### src/rtl/receive_buff_param.sv
// Tag-matched receive buffer with a parametric number of entries.
// Packets are written into the lowest free entry. A lookup by tag returns the
// lowest-index matching entry and frees it. Reads and writes may be issued in
// the same cycle.
// Optional build macro: RB_WR_BYPASS_EN. When it is defined, a same-cycle
// write whose tag equals the lookup tag is forwarded to the read if no stored
// entry matches, and that write is then not stored.
module receive_buff_param #(
  parameter int unsigned NUM_ENTRY  = 8,
  parameter int unsigned DATA_WIDTH = 16,
  parameter int unsigned TAG_WIDTH  = 8,
  localparam int unsigned CNT_WIDTH = $clog2(NUM_ENTRY + 1)
) (
  input  logic                  clk_i,
  input  logic                  rst_i,
  input  logic                  wen_i,
  input  logic [TAG_WIDTH-1:0]  wtag_i,
  input  logic [DATA_WIDTH-1:0] data_in_i,
  input  logic                  ren_i,
  input  logic [TAG_WIDTH-1:0]  rtag_i,
  output logic                  rvalid_o,
  output logic                  hit_o,
  output logic [DATA_WIDTH-1:0] data_out_o,
  output logic                  empty_o,
  output logic                  full_o,
  output logic [CNT_WIDTH-1:0]  count_o,
  output logic                  wr_drop_o
);

  localparam int unsigned IdxW = (NUM_ENTRY > 1) ? $clog2(NUM_ENTRY) : 1;

  // Per-entry state. Only the valid bits are reset.
  logic [NUM_ENTRY-1:0]  valid_q, valid_d;
  logic [TAG_WIDTH-1:0]  tag_q  [NUM_ENTRY];
  logic [DATA_WIDTH-1:0] data_q [NUM_ENTRY];

  // Occupancy, kept equal to the popcount of valid_q.
  logic [CNT_WIDTH-1:0]  count_q, count_d;

  // Registered read result and drop flag.
  logic                  rvalid_q, rvalid_d;
  logic                  hit_q, hit_d;
  logic [DATA_WIDTH-1:0] data_out_q, data_out_d;
  logic                  wr_drop_q, wr_drop_d;

  // Lookup and allocation decode, all on pre-edge state.
  logic [NUM_ENTRY-1:0]  match;
  logic                  hit_any;
  logic [IdxW-1:0]       hit_idx;
  logic                  free_any;
  logic [IdxW-1:0]       free_idx;
  logic                  bypass;
  logic                  rd_hit;
  logic                  wr_acc;

  // Tag compare against every valid entry.
  always_comb begin
    match = '0;
    for (int i = 0; i < NUM_ENTRY; i++) begin
      match[i] = valid_q[i] && (tag_q[i] == rtag_i);
    end
  end

  // Lowest-index matching entry; scanning downwards leaves the lowest one last.
  always_comb begin
    hit_any = |match;
    hit_idx = '0;
    for (int i = NUM_ENTRY - 1; i >= 0; i--) begin
      if (match[i]) begin
        hit_idx = IdxW'(i);
      end
    end
  end

  // Lowest-index free entry. Entries freed by a same-cycle hit are not seen
  // here, so they are never reused in that cycle.
  always_comb begin
    free_any = ~&valid_q;
    free_idx = '0;
    for (int i = NUM_ENTRY - 1; i >= 0; i--) begin
      if (!valid_q[i]) begin
        free_idx = IdxW'(i);
      end
    end
  end

`ifdef RB_WR_BYPASS_EN
  // Forward the incoming packet straight to the lookup when nothing stored matches.
  assign bypass = ren_i && wen_i && (rtag_i == wtag_i) && !hit_any;
`else
  assign bypass = 1'b0;
`endif

  assign rd_hit = ren_i && hit_any;
  // A forwarded write is consumed by the read and never allocated or dropped.
  assign wr_acc = wen_i && free_any && !bypass;

  // Next-state for valid bits, count and the registered outputs.
  always_comb begin
    valid_d    = valid_q;
    count_d    = count_q;
    rvalid_d   = 1'b0;
    hit_d      = hit_q;
    data_out_d = data_out_q;
    wr_drop_d  = wen_i && !free_any && !bypass;

    // The hit entry was valid and the allocated one was free, so they differ.
    if (rd_hit) begin
      valid_d[hit_idx] = 1'b0;
    end
    if (wr_acc) begin
      valid_d[free_idx] = 1'b1;
    end
    count_d = count_q + CNT_WIDTH'(wr_acc) - CNT_WIDTH'(rd_hit);

    if (ren_i) begin
      rvalid_d = 1'b1;
      if (hit_any) begin
        hit_d      = 1'b1;
        data_out_d = data_q[hit_idx];
      end else if (bypass) begin
        hit_d      = 1'b1;
        data_out_d = data_in_i;
      end else begin
        hit_d      = 1'b0;
        data_out_d = '0;
      end
    end
  end

  // Control and output registers with synchronous reset.
  always_ff @(posedge clk_i) begin
    if (rst_i) begin
      valid_q    <= '0;
      count_q    <= '0;
      rvalid_q   <= 1'b0;
      hit_q      <= 1'b0;
      data_out_q <= '0;
      wr_drop_q  <= 1'b0;
    end else begin
      valid_q    <= valid_d;
      count_q    <= count_d;
      rvalid_q   <= rvalid_d;
      hit_q      <= hit_d;
      data_out_q <= data_out_d;
      wr_drop_q  <= wr_drop_d;
    end
  end

  // Tag and payload storage; not reset because valid_q qualifies it.
  always_ff @(posedge clk_i) begin
    if (!rst_i && wr_acc) begin
      tag_q[free_idx]  <= wtag_i;
      data_q[free_idx] <= data_in_i;
    end
  end

  assign rvalid_o   = rvalid_q;
  assign hit_o      = hit_q;
  assign data_out_o = data_out_q;
  assign wr_drop_o  = wr_drop_q;
  assign count_o    = count_q;
  assign empty_o    = ~|valid_q;
  assign full_o     = &valid_q;

endmodule

### config.mk
export PLATFORM = sky130hd
export DESIGN_NAME = receive_buff_param
export DESIGN_NICKNAME = d
export VERILOG_FILES = /design/src/rtl/receive_buff_param.sv
export SDC_FILE = /design/constraint.sdc
export NUM_CORES = 1
export LEC_CHECK = 0
export CAP_MARGIN = 20
export CORE_MARGIN = 2
export CORE_UTILIZATION = 60
export DETAILED_ROUTE_END_ITERATION = 7
export PLACE_DENSITY = 0.85
export SKIP_LAST_GASP = 1
export SYNTH_ARGS = -nofsm -noshare
export SYNTH_HDL_FRONTEND = slang
export SYNTH_SLANG_ARGS = --single-unit
export TNS_END_PERCENT = 50
### constraint.sdc
create_clock -name clk_i -period 12 [get_ports clk_i]
set_clock_uncertainty 0.2 [all_clocks]
set_input_delay 2.4 -clock clk_i [delete_from_list [all_inputs] [get_ports clk_i]]
set_output_delay 2.4 -clock clk_i [all_outputs]
set_load 0.02 [all_outputs]
== Word level (Yosys, flattened, before mapping) ==
Memories as Yosys holds them, arrays and structs flattened.
Cells that the tools add are included.

* Memory bits (writable): 192
* Flip-flop bits (word level): 31
* Memories: 2
* Output and inout bits: 25

* Bitwise logic cells: 3
* Muxes and demuxes: 27
* Add/subtract/negate cells: 2
* Reductions and logical operators: 20
* $lt $le $gt $ge: 4
* Eq/ne operators: 8

{| class="wikitable"
|+ Memories
! name !! depth !! bits a word !! read ports !! clocked after Yosys merged registers in !! wr ports !! RTL line !! text
|-
| data_q || 8 || 16 || 1 || 0 || 1 || 35 || <nowiki>logic [DATA_WIDTH-1:0] data_q [NUM_ENTRY];</nowiki>
|-
| tag_q || 8 || 8 || 8 || 0 || 1 || 34 || <nowiki>logic [TAG_WIDTH-1:0] tag_q [NUM_ENTRY];</nowiki>
|}

{| class="wikitable"
|+ Operators with widths
! operator !! count
|-
| == test 8 bit || 8
|-
| 2-to-1 mux 3 bit || 16
|-
| 2-to-1 mux 16 bit || 1
|-
| 2-to-1 mux 8 bit || 2
|-
| OR reduction 8 bit || 2
|-
| logical AND 1 bit || 14
|-
| bitwise AND 8 bit || 1
|-
| less-than comparator 3 x 4 -> 1 bit, second input constant || 2
|-
| inverter 8 bit || 1
|-
| OR 8 bit || 1
|-
| AND reduction 8 bit || 1
|-
| demux 1 bit (select 3 bit) || 2
|-
| >= comparator 3 x 1 -> 1 bit, second input constant || 2
|-
| 2-to-1 mux 1 bit || 6
|-
| adder 4 x 1 -> 4 bit || 1
|-
| subtractor 4 x 1 -> 4 bit || 1
|-
| zero test 1 bit || 3
|}

== Logic depth before layout (Yosys ltp) ==
An unclocked memory read counts as a cell.

* Word-level depth: 20
* Mapped depth: 14
* Depth with buffers taken out: 13

== Least setup slack after synthesis ==
No wires, ideal clock.

* Path type: input -> register
* Start: in rst_i
* End: mem data_q[3][0], enable pin
* Buffers on the path: 1
* Setup time: 0.478 ns
* Data arrival time: 5.468 ns
* Path slack: 5.854 ns
* Cell stages on the path: 4
* Cell sequence: clkbuf_1 > inv_1 > nand2_1 > nor4b_1

* Word-level cells in the longest chain between the ends: 4

{| class="wikitable"
|+ RTL lines
! element !! RTL line !! text
|-
| from (decl) || 15 || <nowiki>input logic rst_i,</nowiki>
|-
| zero test 1 bit || 152 || <nowiki>if (!rst_i && wr_acc) begin</nowiki>
|-
| logical AND 1 bit || 152 ||
|-
| 2-to-1 mux 1 bit || 152 ||
|-
| 2-to-1 mux 1 bit (not written as such) || 154 || <nowiki>data_q[free_idx] <= data_in_i;</nowiki>
|-
| to (decl) || 35 ||
|}

Every way passes these cells.

== Final worst setup path ==
* Start: in rtag_i[5]
* End: reg data_out_q[14], in the netlist data_out_o[14]

* Word-level cells in the longest chain between the ends: 12
* Elaborated cells on any way between the ends: 27
* Classes of those cells: eq/ne (8); mux (9); reduce/logical (9); memory (1)

{| class="wikitable"
|+ RTL lines
! element !! RTL line !! text
|-
| from (decl) || 20 || <nowiki>input logic [TAG_WIDTH-1:0] rtag_i,</nowiki>
|-
| == test 8 bit || 60 || <nowiki>match[i] = valid_q[i] && (tag_q[i] == rtag_i);</nowiki>
|-
| logical AND 1 bit || 60 ||
|-
| 2-to-1 mux 3 bit (8 in a row) || 69 || <nowiki>if (match[i]) begin</nowiki>
|-
| memory (8 x 16 bit) || n/a ||
|-
| 2-to-1 mux 16 bit * || 118 || <nowiki>if (hit_any) begin</nowiki>
|-
| to (signal assigned) || 145 || <nowiki>data_out_q <= data_out_d;</nowiki>
|-
| to (decl) || 43 || <nowiki>logic [DATA_WIDTH-1:0] data_out_q, data_out_d;</nowiki>
|}

Mark *: on every way between the ends. The rest lies on a longest branch, timed or not.
A chain may end at the register's enable or synchronous reset.

==> impl_metrics.json <==
{
  "status": "completed",
  "ys_ff_latch": 223,
  "clkLatencyLatePin_ns": 0.49,
  "relSlewSlack": 0.248,
  "whs_ns": 0.278,
  "gp_congestion": 0.899,
  "clk_pin_slew_ns": 0.06,
  "ant_nets": 0,
  "fin_crit_sh": 0.484,
  "ys_types": 51,
  "rsz0062_at_grt": "no",
  "syn_to_final_growth_pct": 16.3,
  "start_util": 0.616,
  "criticalPathCategory": "input pin to register",
  "layout-drive-gt1-share": 0.115,
  "grt_usage": 0.247,
  "cp_max_fo": 11,
  "mostFrequentLayoutCell": "edfxtp_1",
  "synth.cell_area_um2": 8950,
  "place_hpwl_um": 12100,
  "dp_cells": 820,
  "cts_resized": 0,
  "drv_slew": 0,
  "synth_fp_nets": 635,
  "leakagePower_nw": 3.35,
  "fp.dieW_um": 126,
  "cts_buffers": 22,
  "drcViolationCount": 0,
  "start_kind": "input pin",
  "fin_crit_ns": 5.81,
  "post_cts.repair.setup_buffers": 0,
  "async_flop_share": 0,
  "power_density_nw_per_um2": 151,
  "place_ws_ns": 5.62,
  "worstPathRequired_ns": 12.17,
  "routedWlPerCell_um": 23.0,
  "cp.arrival_ns": 5.98,
  "wirelength_um": 19800,
  "cts_buffer_depth": 3,
  "clock-sinks": 223,
  "viasPerCell": 6.43,
  "worst_slack_ns": 6.19,
  "cts_tree": "yes",
  "dieArea_um2": 15900,
  "coreArea_um2": 14500,
  "chipHeight_um": 126,
  "tightest_slew_ns": 1.12,
  "antennaDiodeCount": 0,
  "cts_hold_buf": 0,
  "vias": 5534,
  "drt_iter0_markers": 722,
  "grt_pass1_vias": 5528,
  "seq_area_frac_synth": 0.713,
  "ir_worst_vdd_mv": 0.122,
  "io_pins": 61,
  "syn_area_per_cell_um2": 15.1,
  "yosysWarnings": 0,
  "portBuffers": 60,
  "power.total_mw": 1.57,
  "tns_ns": 0,
  "drv_cap": 0,
  "end_kind": "register",
  "cts_root_buffer": "clkbuf_16",
  "grt_first_pass_wirelength_um": 30500,
  "layout_common_cells": "192 x edfxtp_1, 64 x xnor2_1, 60 x clkdlybuf4s50_1",
  "finalHoldViolCount": 0,
  "hold_path_class": "register to register",
  "nets": 702,
  "max_clock_freq_mhz": 172,
  "setup_violations": 0,
  "grt_max_degree": 28,
  "syn_inst": 594,
  "post_layout_nonfiller_instances": 861,
  "antenna_found_initial": 0,
  "ctsHtreeMaxLevel": 1,
  "synth-edff-count": 192,
  "drt_pass1_iterations": 5,
  "synthFlopType": "edfxtp_1",
  "row_count": 44,
  "grt_overflow_total": 0
}
[final cells by class]
cell class                      count  area, µm²
Clock inverter                     13       76.3
Sequential cell                   223       6390
Clock buffer                       27        601
Fill cell                         889       4120
Tap cell                          184        230
Timing Repair Buffer               68        661
Multi-Input combinational cell    336       2420
Inverter                           10       37.5
[final timing paths]
| kind | start | slack, ns | cells past startpoint | end |
|---|---|---|---|---|
| min | data_out_o[11] | 0.28 | 1 | data_out_o[11] |
| max | rtag_i[5] | 6.19 | 9 | data_out_o[14] |
| min reg2reg | data_out_o[11] | 0.28 | 1 | data_out_o[11] |
| max reg2reg | tag_q[0][3] | 8.46 | 14 | count_o[3] |
[per-layer routing]
layer | routed length [µm] | share of wire | up-vias | GRT usage
li1 | - | - | 2406 | -
met1 | 7630 | 0.39 | 2704 | 0.336
met2 | 9680 | 0.49 | 366 | 0.407
met3 | 1970 | 0.10 | 58 | 0.0438
met4 | 533 | 0.027 | 0 | 0.0879
met5 | 0 | 0 | - | 0
[stage by stage]
stage	area, µm²	utilization
floorplan	8950	-
global placement	9730	0.669
detailed placement	9730	0.669
CTS	10400	0.716
global route	10400	0.716
finish	10400	0.716
[power breakdown]
group          switching [mW]  total [mW]  internal, mW  leakage, nW
Clock                   0.276       0.634         0.359        0.331
Sequential            0.00657       0.860         0.853         1.99
Combinational          0.0458      0.0809        0.0351         1.04
[flip-flops by register name, summed over array words and instances, names as in the netlist]
name	flops
rvalid_o	1
valid_q	8
tag_q	64
data_out_o	16
hit_o	1
wr_drop_o	1
count_o	4
data_q	128
[cell usage after synthesis, types with 5 or more instances]
library cell / count / share of area
edfxtp_1: 192 / 0.64
xnor2_1: 64 / 0.063
nand2_1: 37 / 0.016
nor2_1: 35 / 0.015
dfxtp_1: 31 / 0.069
nand3_1: 25 / 0.014
o221ai_1: 23 / 0.023
nand2b_1: 19 / 0.013
o22ai_1: 13 / 0.0091
nand4_1: 11 / 0.0077
buf_2: 9 / 0.0050
inv_1: 9 / 0.0038
o32ai_1: 9 / 0.0088
a22o_1: 8 / 0.0078
buf_6: 8 / 0.010
nor4_1: 8 / 0.0056
a31o_2: 7 / 0.0068
clkbuf_1: 7 / 0.0029
o211a_1: 6 / 0.0067
mux2_1: 5 / 0.0063
nand3b_1: 5 / 0.0042
nor3_1: 5 / 0.0028
or3_1: 5 / 0.0035
[cells by family after synthesis]
kind of cell	count (synthesis)	synth area share
AO/OA/AOI/OAI	87	0.0818
XOR/XNOR	67	0.0656
adder cells (fa/ha/maj)	5	0.00783
buffers and inverters	35	0.0228
flip-flops	223	0.713
multiplexers	5	0.00629
AND/OR/NAND/NOR	172	0.102
[critical path, cell delays in order]
cell and delay [ns]:
clkdlybuf4s50_1 0.65, xnor2_1 0.39, nand4_1 0.20, or3_4 0.38, o211ai_4 0.36, a21oi_2 0.17
o21ai_1 0.89, o32ai_1 0.23, a22o_1 0.29
No activity file was read; power rests on OpenSTA's default activity.
